===== src/rtl/bin2bcd_seq_ctrl.sv =====
// bin2bcd_seq_ctrl: sequential double-dabble binary-to-BCD converter, one bit per clock.
// Ports:
//   clk    system clock, rising edge
//   rst    synchronous active-high reset
//   start  conversion request, sampled only while ready
//   bin    WIDTH-bit binary operand, captured on start && ready
//   ready  high in IDLE
//   busy   high in SHIFT
//   done   one-cycle pulse in DONE
//   bcd    4*DIGITS-bit registered result, digit 0 in bits [3:0]
//   blank  DIGITS-bit leading-zero mask, present only with BCD_LZ_BLANK_EN
// Optional feature macro: BCD_LZ_BLANK_EN
module bin2bcd_seq_ctrl #(
    parameter int WIDTH  = 8,
    parameter int DIGITS = 3
) (
    input  logic                  clk,
    input  logic                  rst,
    input  logic                  start,
    input  logic [WIDTH-1:0]      bin,
    output logic                  ready,
    output logic                  busy,
    output logic                  done,
    output logic [4*DIGITS-1:0]   bcd
`ifdef BCD_LZ_BLANK_EN
    ,
    output logic [DIGITS-1:0]     blank
`endif
);
    localparam int SW = 4 * DIGITS;
    localparam int CW = $clog2(WIDTH);

    function automatic bit digits_ok();
        longint unsigned p = 1;
        if (DIGITS >= 10) return 1'b1;
        for (int i = 0; i < DIGITS; i++) p = p * 10;
        return p > ((64'd1 << WIDTH) - 1);
    endfunction

    if (WIDTH < 4 || WIDTH > 32 || !digits_ok()) begin : g_bad_params
        $error("bin2bcd_seq_ctrl: WIDTH must be 4..32 and 10**DIGITS must exceed 2**WIDTH-1");
    end

    typedef enum logic [1:0] {IDLE, SHIFT, DONE} state_t;

    state_t          state;
    logic [WIDTH-1:0] opnd;
    logic [SW-1:0]   scratch;
    logic [SW-1:0]   adj;
    logic [SW-1:0]   nxt;
    logic [CW-1:0]   count;

    // Adjust every digit on the pre-shift scratch, then shift in the operand MSB.
    for (genvar k = 0; k < DIGITS; k++) begin : g_adj
        assign adj[4*k+:4] = scratch[4*k+:4] >= 4'd5 ? scratch[4*k+:4] + 4'd3 : scratch[4*k+:4];
    end
    assign nxt = {adj[SW-2:0], opnd[WIDTH-1]};

    assign ready = state == IDLE;
    assign busy  = state == SHIFT;
    assign done  = state == DONE;

`ifdef BCD_LZ_BLANK_EN
    // Digit k is blank when it and all digits above it are zero; digit 0 always shows.
    logic [DIGITS-1:0] blank_n;
    always_comb begin
        blank_n = '0;
        for (int k = 1; k < DIGITS; k++) blank_n[k] = (nxt >> (4 * k)) == '0;
    end
`endif

    always_ff @(posedge clk) begin
        if (rst) begin
            state   <= IDLE;
            opnd    <= '0;
            scratch <= '0;
            count   <= '0;
            bcd     <= '0;
`ifdef BCD_LZ_BLANK_EN
            blank   <= '0;
`endif
        end else begin
            case (state)
                IDLE: if (start) begin
                    opnd    <= bin;
                    scratch <= '0;
                    count   <= CW'(WIDTH - 1);
                    state   <= SHIFT;
                end
                SHIFT: begin
                    scratch <= nxt;
                    opnd    <= {opnd[WIDTH-2:0], 1'b0};
                    if (count == '0) begin
                        state <= DONE;
                        bcd   <= nxt;
`ifdef BCD_LZ_BLANK_EN
                        blank <= blank_n;
`endif
                    end else begin
                        count <= count - CW'(1);
                    end
                end
                DONE:    state <= IDLE;
                default: state <= IDLE;
            endcase
        end
    end
endmodule


===== config.mk =====
export PLATFORM = sky130hd
export DESIGN_NAME = bin2bcd_seq_ctrl
export DESIGN_NICKNAME = d
export VERILOG_FILES = /design/src/rtl/bin2bcd_seq_ctrl.sv
export SDC_FILE = /design/constraint.sdc
export NUM_CORES = 1
export LEC_CHECK = 0
export ABC_AREA = 1
export CORE_UTILIZATION = 25
export CTS_CLUSTER_SIZE = 12
export DETAILED_ROUTE_END_ITERATION = 8
export SYNTH_ARGS = -nofsm -noshare
export SYNTH_HDL_FRONTEND = slang
export SYNTH_SLANG_ARGS = --single-unit
export TNS_END_PERCENT = 10

===== constraint.sdc =====
create_clock -name clk -period 1.71 [get_ports clk]
set_input_delay 0.171 -clock clk [delete_from_list [all_inputs] [get_ports clk]]
set_output_delay 0.171 -clock clk [all_outputs]
set_load 0.02 [all_outputs]

======== Yosys cells after proc, flatten, opt, wreduce, memory -nomap -nowiden ========
Cells that the tools add are included.
Widths: inputs -> output; s select.
word-level totals
  register bits ........................... 37
operators by class
  add/sub/neg operators ................... 4
  magnitude comparators ................... 3
  eq/ne operators ......................... 5
  muxes and demuxes ....................... 13
  reduce and logical (&&, ||, !) cells .... 7
operator list
  cell                 count
  $pmux 12 s2          1
  $pmux 8 s2           1
  $ge 4x3->1 const B   3
  $mux 12              1
  $mux 3               3
  $add 4x2->4 const B  2
  $mux 4               2
  $mux 8               1
  $pmux 3 s2           1
  $reduce_and 2->1     3
  $mux 2               2
  $ne 2x2->1 const B   2
  $pmux 2 s2           1
  $add 3x2->3 const B  1
  $logic_not 3->1      1
  $reduce_and 3->1     1
  $sub 3x1->3 const B  1
  $eq 2x1->1 const B   1
  $eq 2x2->1 const B   1
  $logic_not 2->1      1
  $ne 2x1->1 const B   1
  $reduce_bool 2->1    1

======== Longest topological paths before layout ========
Gate-level depths: netlist of the first run.
  word-level depth ........................ 3
  depth in mapped cells ................... 9

======== Worst setup path before layout of the first run ========
Ideal clock, no wire load.
  path type ............................... reg-to-reg
  from .................................... reg count[0]
  to ...................................... reg bcd[4]
  library setup time ...................... 109 ps
  arrival ................................. 1138 ps
  data required time ...................... 1601 ps
  path slack .............................. 464 ps
  stages on the path, launching flop included .. 9
  clock period less this slack ............ 1246 ps
  cell sequence ........................... dfxtp_1 -> inv_1 -> ha_1 -> nand2_2 -> nor2_4 -> buf_2 -> nand3_1 -> nand2_1 -> inv_1
between the ends
  cells in the longest elaborated chain, start to end .. 2
ends and longest elaborated chain
  what                        RTL line  text
  start: declaration          51        logic [CW-1:0] count;
  start signal: assignment    87        count <= CW'(WIDTH - 1);
  start signal: assignment    100       count <= count - CW'(1);
  $logic_not 3->1             93        if (count == '0) begin
  $reduce_and 2->1 (no line)  --
  end signal: assignment      95        bcd <= nxt;
  end: declaration            24        output logic [4*DIGITS-1:0] bcd
No other way between the ends.
A chain may end at the register's enable or synchronous reset.

======== Final worst setup path of the first run ========
  from .................................... reg state[0]
  to ...................................... out ready
between the ends
  cells in the longest elaborated chain, start to end .. 1
ends and longest elaborated chain
  what                      RTL line  text
  start: declaration        46        state_t state;
  start signal: assignment  74        state <= IDLE;
  start signal: assignment  88        state <= SHIFT;
  start signal: assignment  94        state <= DONE;
  $logic_not 2->1           59        assign ready = state == IDLE;
  end: declaration          21        output logic ready,
No other way between the ends.

==> metrics, run 1 <==
outcome finished clean; routed len/inst roughly 9.8 µm; Logic pwr share 20.8%; Syn Nets 297; final setup violation count 0; # hold bufs at CTS 0; clk_lat worst skew 0.29 ns; Least-Margin Pin Slew 0.2680 ns; total placed cells including tap cells 398; die span in y between 90 and 100 µm; Reg clk slew, reported paths approximately 0.090 ns; synthesized instance count ~280; yosys warns 0; max-slew violation count 0; Final Hold Vio Count 0; starting density of the core between 20% and 30%; Sw Share 29.65%; non-filler cells, final slightly above 400; commonest non-fill, non-tap cell in the layout nand2_1; DR iter-0 viols 71; core footprint about 7400 µm²; Post-DP HPWL ~2.8 mm; VDD IR max about 0.34 mV; CTS H-tree depth 2; Nets around 330; CTS sink cnt 37; Total Die Area between 8000 and 9000 µm²; critical path peak fanout 3; fin util 32.34%; Root Driver clkbuf_8; total CTS buffers 5; post-synthesis sequential area ratio a little under two fifths; Pwr Density 921.4 nW/µm²; final instance area about 2400 µm²; maximum clock frequency between 600 and 700 MHz; crit end category output pin; initial antenna violation count 0; Via-to-Cell Ratio around 4.1; port buffer count 25; period utilisation layout between 90% and 100%; grt ovf 0; Final Skew 0.01210 ns; sequential power share between 40 and 50%; Critical Path RT 1.54 ns; Max-Cap Viols 0; First-pass DRT Iterations 4; Mapped Area roughly 2000 µm²; Critical Path AT 1.43 ns; Syn Area/Cell 7.012 µm²; Ant. Diodes 0; critical path class flip-flop to output pin; TNS Setup 0 ns; Final ANT Viol Nets 0; P_sw approximately 0.65 mW; post-CTS setup buffer count 0; number of synthesized register bits 37; gp weighted congestion 0.7613; crit path time final roughly 1.6 ns; Worst Hold Class input port to flip-flop; CTS tree yes; Total GRT Usage between 10% and 20%; crit path launch type flip-flop; largest net degree at the start of global routing 24; post-synthesis cell type count 26; P_int 1.553 mW; vias in the first global route between 1500 and 2000; first-pass GRT wire length between 6 and 7 mm; area of placed instances between 2000 and 2500 µm²; RSZ-0062 raised after global routing no; final wirelength ~4 mm; clock share of power 35.5%; FP Rows 31; Area growth syn-to-layout 22.91%; vias ~1700; Pleak 1.140 nW; clock tree buffer depth 2; Die Wd around 90 µm; I/O Pins 26; # DRC 0; slew margin rel. about 80%; most frequent cells in the layout 96 x nand2_1, 37 x dfxtp_1, 34 x nor2_1; layout cells sized above 1 between 10% and 20%; CTS resizes 1
[stage by stage]
stage                     hold slack [ns]  setup WS [ns]  total power, mW
final                              0.4553         0.1100            2.208
after global routing               0.4813        0.01685            2.334
after CTS                          0.4522        0.09048            2.245
after detailed placement           0.4413         0.2917            1.451
after global placement             0.4427         0.3007            1.448
after floorplan                    0.3176         0.4636            1.317
[state kept, by name, summed over array words and instances, names as in the netlist]
name     flops
state        2
count        3
opnd         8
scratch     12
bcd         12
[cell usage after synthesis]
master	n	area (µm²)
nand2_1	96	360.4
dfxtp_1	37	740.7
nor2_1	34	127.6
inv_1	30	112.6
nand3_1	15	75.07
o21ai_0	14	70.07
ha_1	8	100.1
nand2_2	6	37.54
nand4_1	6	37.54
inv_2	4	15.01
o21ai_1	4	20.02
a21oi_1	3	15.01
nand2_4	3	33.78
a21oi_2	2	17.52
buf_12	2	40.04
buf_2	2	10.01
buf_4	2	15.01
nor2_8	2	40.04
buf_6	1	11.26
inv_4	1	6.260
inv_8	1	11.26
nand3_2	1	10.01
nand3b_4	1	20.02
nor2_2	1	6.260
nor2_4	1	11.26
nor3_1	1	5.000
[kinds of logic after synthesis]
group / after synthesis / share of synthesized area, %
compound gates: 23 / 6.290
fa+ha+maj: 8 / 5.135
buf+inv: 43 / 11.36
flops: 37 / 38.00
simple gates: 167 / 39.22
[layout make-up]
type	count	area (µm²)
clock buffer	5	68.82
clock inverter	3	46.29
fill	804	5012
inverter	36	145.1
multi-input combinational	198	987.2
sequential	37	740.7
tap	99	123.9
timing repair buffer	28	284.0
[power by group through the flow]
stage	sequential, mW	combinational [mW]	clock [mW]
floorplan	1.01	0.307	0
global placement	0.984	0.464	0
detailed placement	0.984	0.467	0
CTS	0.965	0.466	0.814
global route	0.972	0.515	0.847
finish	0.965	0.459	0.783
[routing by layer]
metal  global-route usage (%)  share of wire (%)
met1                    13.86                 53
met2                    16.22                 43
met3                    2.694                3.9
met4                    3.360                1.0
met5                        0                  0
[worst paths after layout]
path	startpoint	end	slack, ns	cells after the start
max	state[0]	ready	0.11	2
min	bin[0]	opnd[0]	0.46	3
max reg2reg	state[0]	bcd[4]	0.36	7
min reg2reg	opnd[5]	opnd[5]	0.46	2
[critical path, cell delays in order, from the launching register on]
cell             delay (ns)
dfxtp_1                0.36
nor2_2                 0.15
clkdlybuf4s50_1        0.62
No activity file was read; power rests on OpenSTA's default activity.
==> run 2, diff against run 1 <==
--- a/config.mk
+++ b/config.mk
@@ -6,7 +6,8 @@
 export NUM_CORES = 1
 export LEC_CHECK = 0
 export ABC_AREA = 1
-export CORE_UTILIZATION = 25
+export CORE_UTILIZATION = 40
+export CTS_CLUSTER_DIAMETER = 150
 export CTS_CLUSTER_SIZE = 12
 export DETAILED_ROUTE_END_ITERATION = 8
 export SYNTH_ARGS = -nofsm -noshare
==> run 2 against run 1 <==
Against the previous run: worst hold slack gained 0.0027 ns; design area shrank 3.5%; die area shrank 37%; total power shrank 9.3%; critical path type unchanged; clock-buffer cell count grew 3; critical path depth is the same; register-to-register slack lost 0.08 ns; clock skew shrank 0.0059 ns; non-clock buffer count grew 1; sequential share of layout area grew 1.1 points; flip-flop and latch count is the same; cell count shrank 11%.
==> metrics, run 2 (same netlist as run 1, synthesis figures left out) <==
FP Rows 25 (-19%); First-pass DRT Iterations 4 (unchanged); hold path startpoint scratch[11]; r2r endpoint bcd[9]; TNS Setup 0 ns (unchanged); Tot Pwr 2.003 mW (-9.3%); outcome finished clean; I/O Pins 26 (unchanged); final wirelength 3.635 mm (-9.1%); Pleak 1.130 nW (-0.88%); grt ovf 0 (unchanged); Final Hold Vio Count 0 (unchanged); Pwr Density 866.1 nW/µm² (-6.0%); port buffer count 25 (unchanged); max-slew violation count 0 (unchanged); r2r startpoint count[0]; commonest non-fill, non-tap cell in the layout nand2_1; Final ANT Viol Nets 0 (unchanged); critical path class flip-flop to output pin; CTS tree yes; Final Skew 0.006215 ns (-0.005882 ns); clock tree buffer depth 2 (unchanged); final setup margin 0.1181 ns (+0.008096 ns); CTS sink cnt 37 (unchanged); Hold WS 0.4580 ns (+0.002690 ns); DR iter-0 viols 101 (+42%); Area growth syn-to-layout 18.61%; starting density of the core 41.55% (+15 points); Worst Hold Path EP scratch[11]; final setup violation count 0 (unchanged); RSZ-0062 raised after global routing no; routed len/inst 10.04 µm (+2.0%); crit end category output pin; Min-Delay Path Depth 2 (-1); vias 1649 (-1.1%); slew margin rel. 81.41% (-0.72 points); Die Wd 71.81 µm (-20%); # hold bufs at CTS 0 (unchanged); dpl ws 0.2643 ns (-0.02739 ns); CTS H-tree depth 2 (unchanged); core footprint 4692 µm² (-37%); Root Driver clkbuf_8; maximum clock frequency 628.2 MHz (+0.51%); Critical Path RT 1.54 ns (about the same); clk_lat worst skew 0.28 ns (about the same); first-pass GRT wire length 6.244 mm (-9.4%); Worst Hold Class flip-flop to flip-flop; # DRC 0 (unchanged); Critical Path AT 1.42 ns (about the same); non-filler cells, final 362 (-11%); largest net degree at the start of global routing 17 (-29%); Total GRT Usage 15.62% (+5.2 points); layout cells sized above 1 10.39% (-0.69 points); VDD IR max 0.5335 mV (+56%); Via-to-Cell Ratio 4.555 (+11%); period utilisation layout 93.09% (-0.47 points); crit path time final 1.592 ns (-0.008096 ns); r2r setup slk 0.28 ns (-0.08 ns); Total Die Area 5157 µm² (-37%); crit path launch type flip-flop; Max-Cap Viols 0 (unchanged); initial antenna violation count 0 (unchanged); top flop regs bcd: 12 flops, scratch: 12 flops, opnd: 8 flops; Least-Margin Pin Slew 0.2782 ns (+0.01020 ns); total placed cells including tap cells 354 (-11%); Reg clk slew, reported paths 0.06 ns (-0.03 ns); Ant. Diodes 0 (unchanged); R2R cell count 8 (+1); most frequent cells in the layout 96 x nand2_1, 37 x dfxtp_1, 34 x nor2_1; die span in y 71.81 µm (-20%); total CTS buffers 5 (unchanged); Post-DP HPWL 2.667 mm (-4.0%); vias in the first global route 1447 (-4.4%); critical path peak fanout 3 (unchanged); gp weighted congestion 0.7895 (+3.7%); Nets 326 (+0.31%)
[run 2: cell types whose count changed in the layout (fill, tap and decap cells not counted), sizes merged]
| cell | delta |
|---|---|
| clkinvlp | -1 |
| buf | +1 |
| clkinv | -1 |
| bufinv | -1 |
| clkbuf | +3 |
[run 2: through the flow]
| stage | util (%) | area [µm²] |
|---|---|---|
| 2_1_floorplan | - | 1949 |
| 3_3_place_gp | 47.60 | 2233 |
| 3_5_place_dp | 47.60 | 2233 |
| 4_1_cts | 49.28 | 2312 |
| 5_1_grt | 49.28 | 2312 |
| 6_report | 49.28 | 2312 |
[run 2: routing by layer]
metal	global-route usage (%)	vias to the layer above	part of all wire (%)
met5	0	-	0
met4	6.100	0	0.96
met3	3.376	4	2.7
met2	25.26	23	44
met1	20.33	705	52
li1	-	917	-
[run 2: timing repair]
| item | 4_1_cts | 5_1_grt |
|---|---|---|
| setup buffers | 0 | 0 |
| resized for setup | 1 | 0 |
| setup endpoints to repair | 1 | 0 |
[run 2: where the power goes]
part | internal [mW] | leakage [nW] | switching (mW)
registers | 0.926 | 0.302 | 0.0361
clock network | 0.290 | 0.0395 | 0.293
logic | 0.192 | 0.788 | 0.266
[run 2: how the worst max path moves through the flow]
stage | start | to | slack, ns | cells after the start
6_report | state[0] | ready | 0.12 | 2
5_1_grt | state[0] | ready | 0.05 | 2
4_1_cts | state[0] | ready | 0.09 | 2
3_5_place_dp | state[0] | busy | 0.26 | 3
3_3_place_gp | state[0] | busy | 0.27 | 3
2_1_floorplan | count[0] | bcd[4] | 0.46 | 8
[run 2: critical path, cell delays in order, from the launching register on]
cell	delay [ns]
dfxtp_1	0.35
nor2_2	0.16
clkdlybuf4s50_1	0.63
[run 2: area by class of cell]
cell class                 instances  area, µm²
multi-input combinational        198      987.2
fill                             486       2380
sequential                        37      740.7
timing repair buffer              29      291.5
clock buffer                       8      80.08
tap                               54      67.56
inverter                          36      145.1
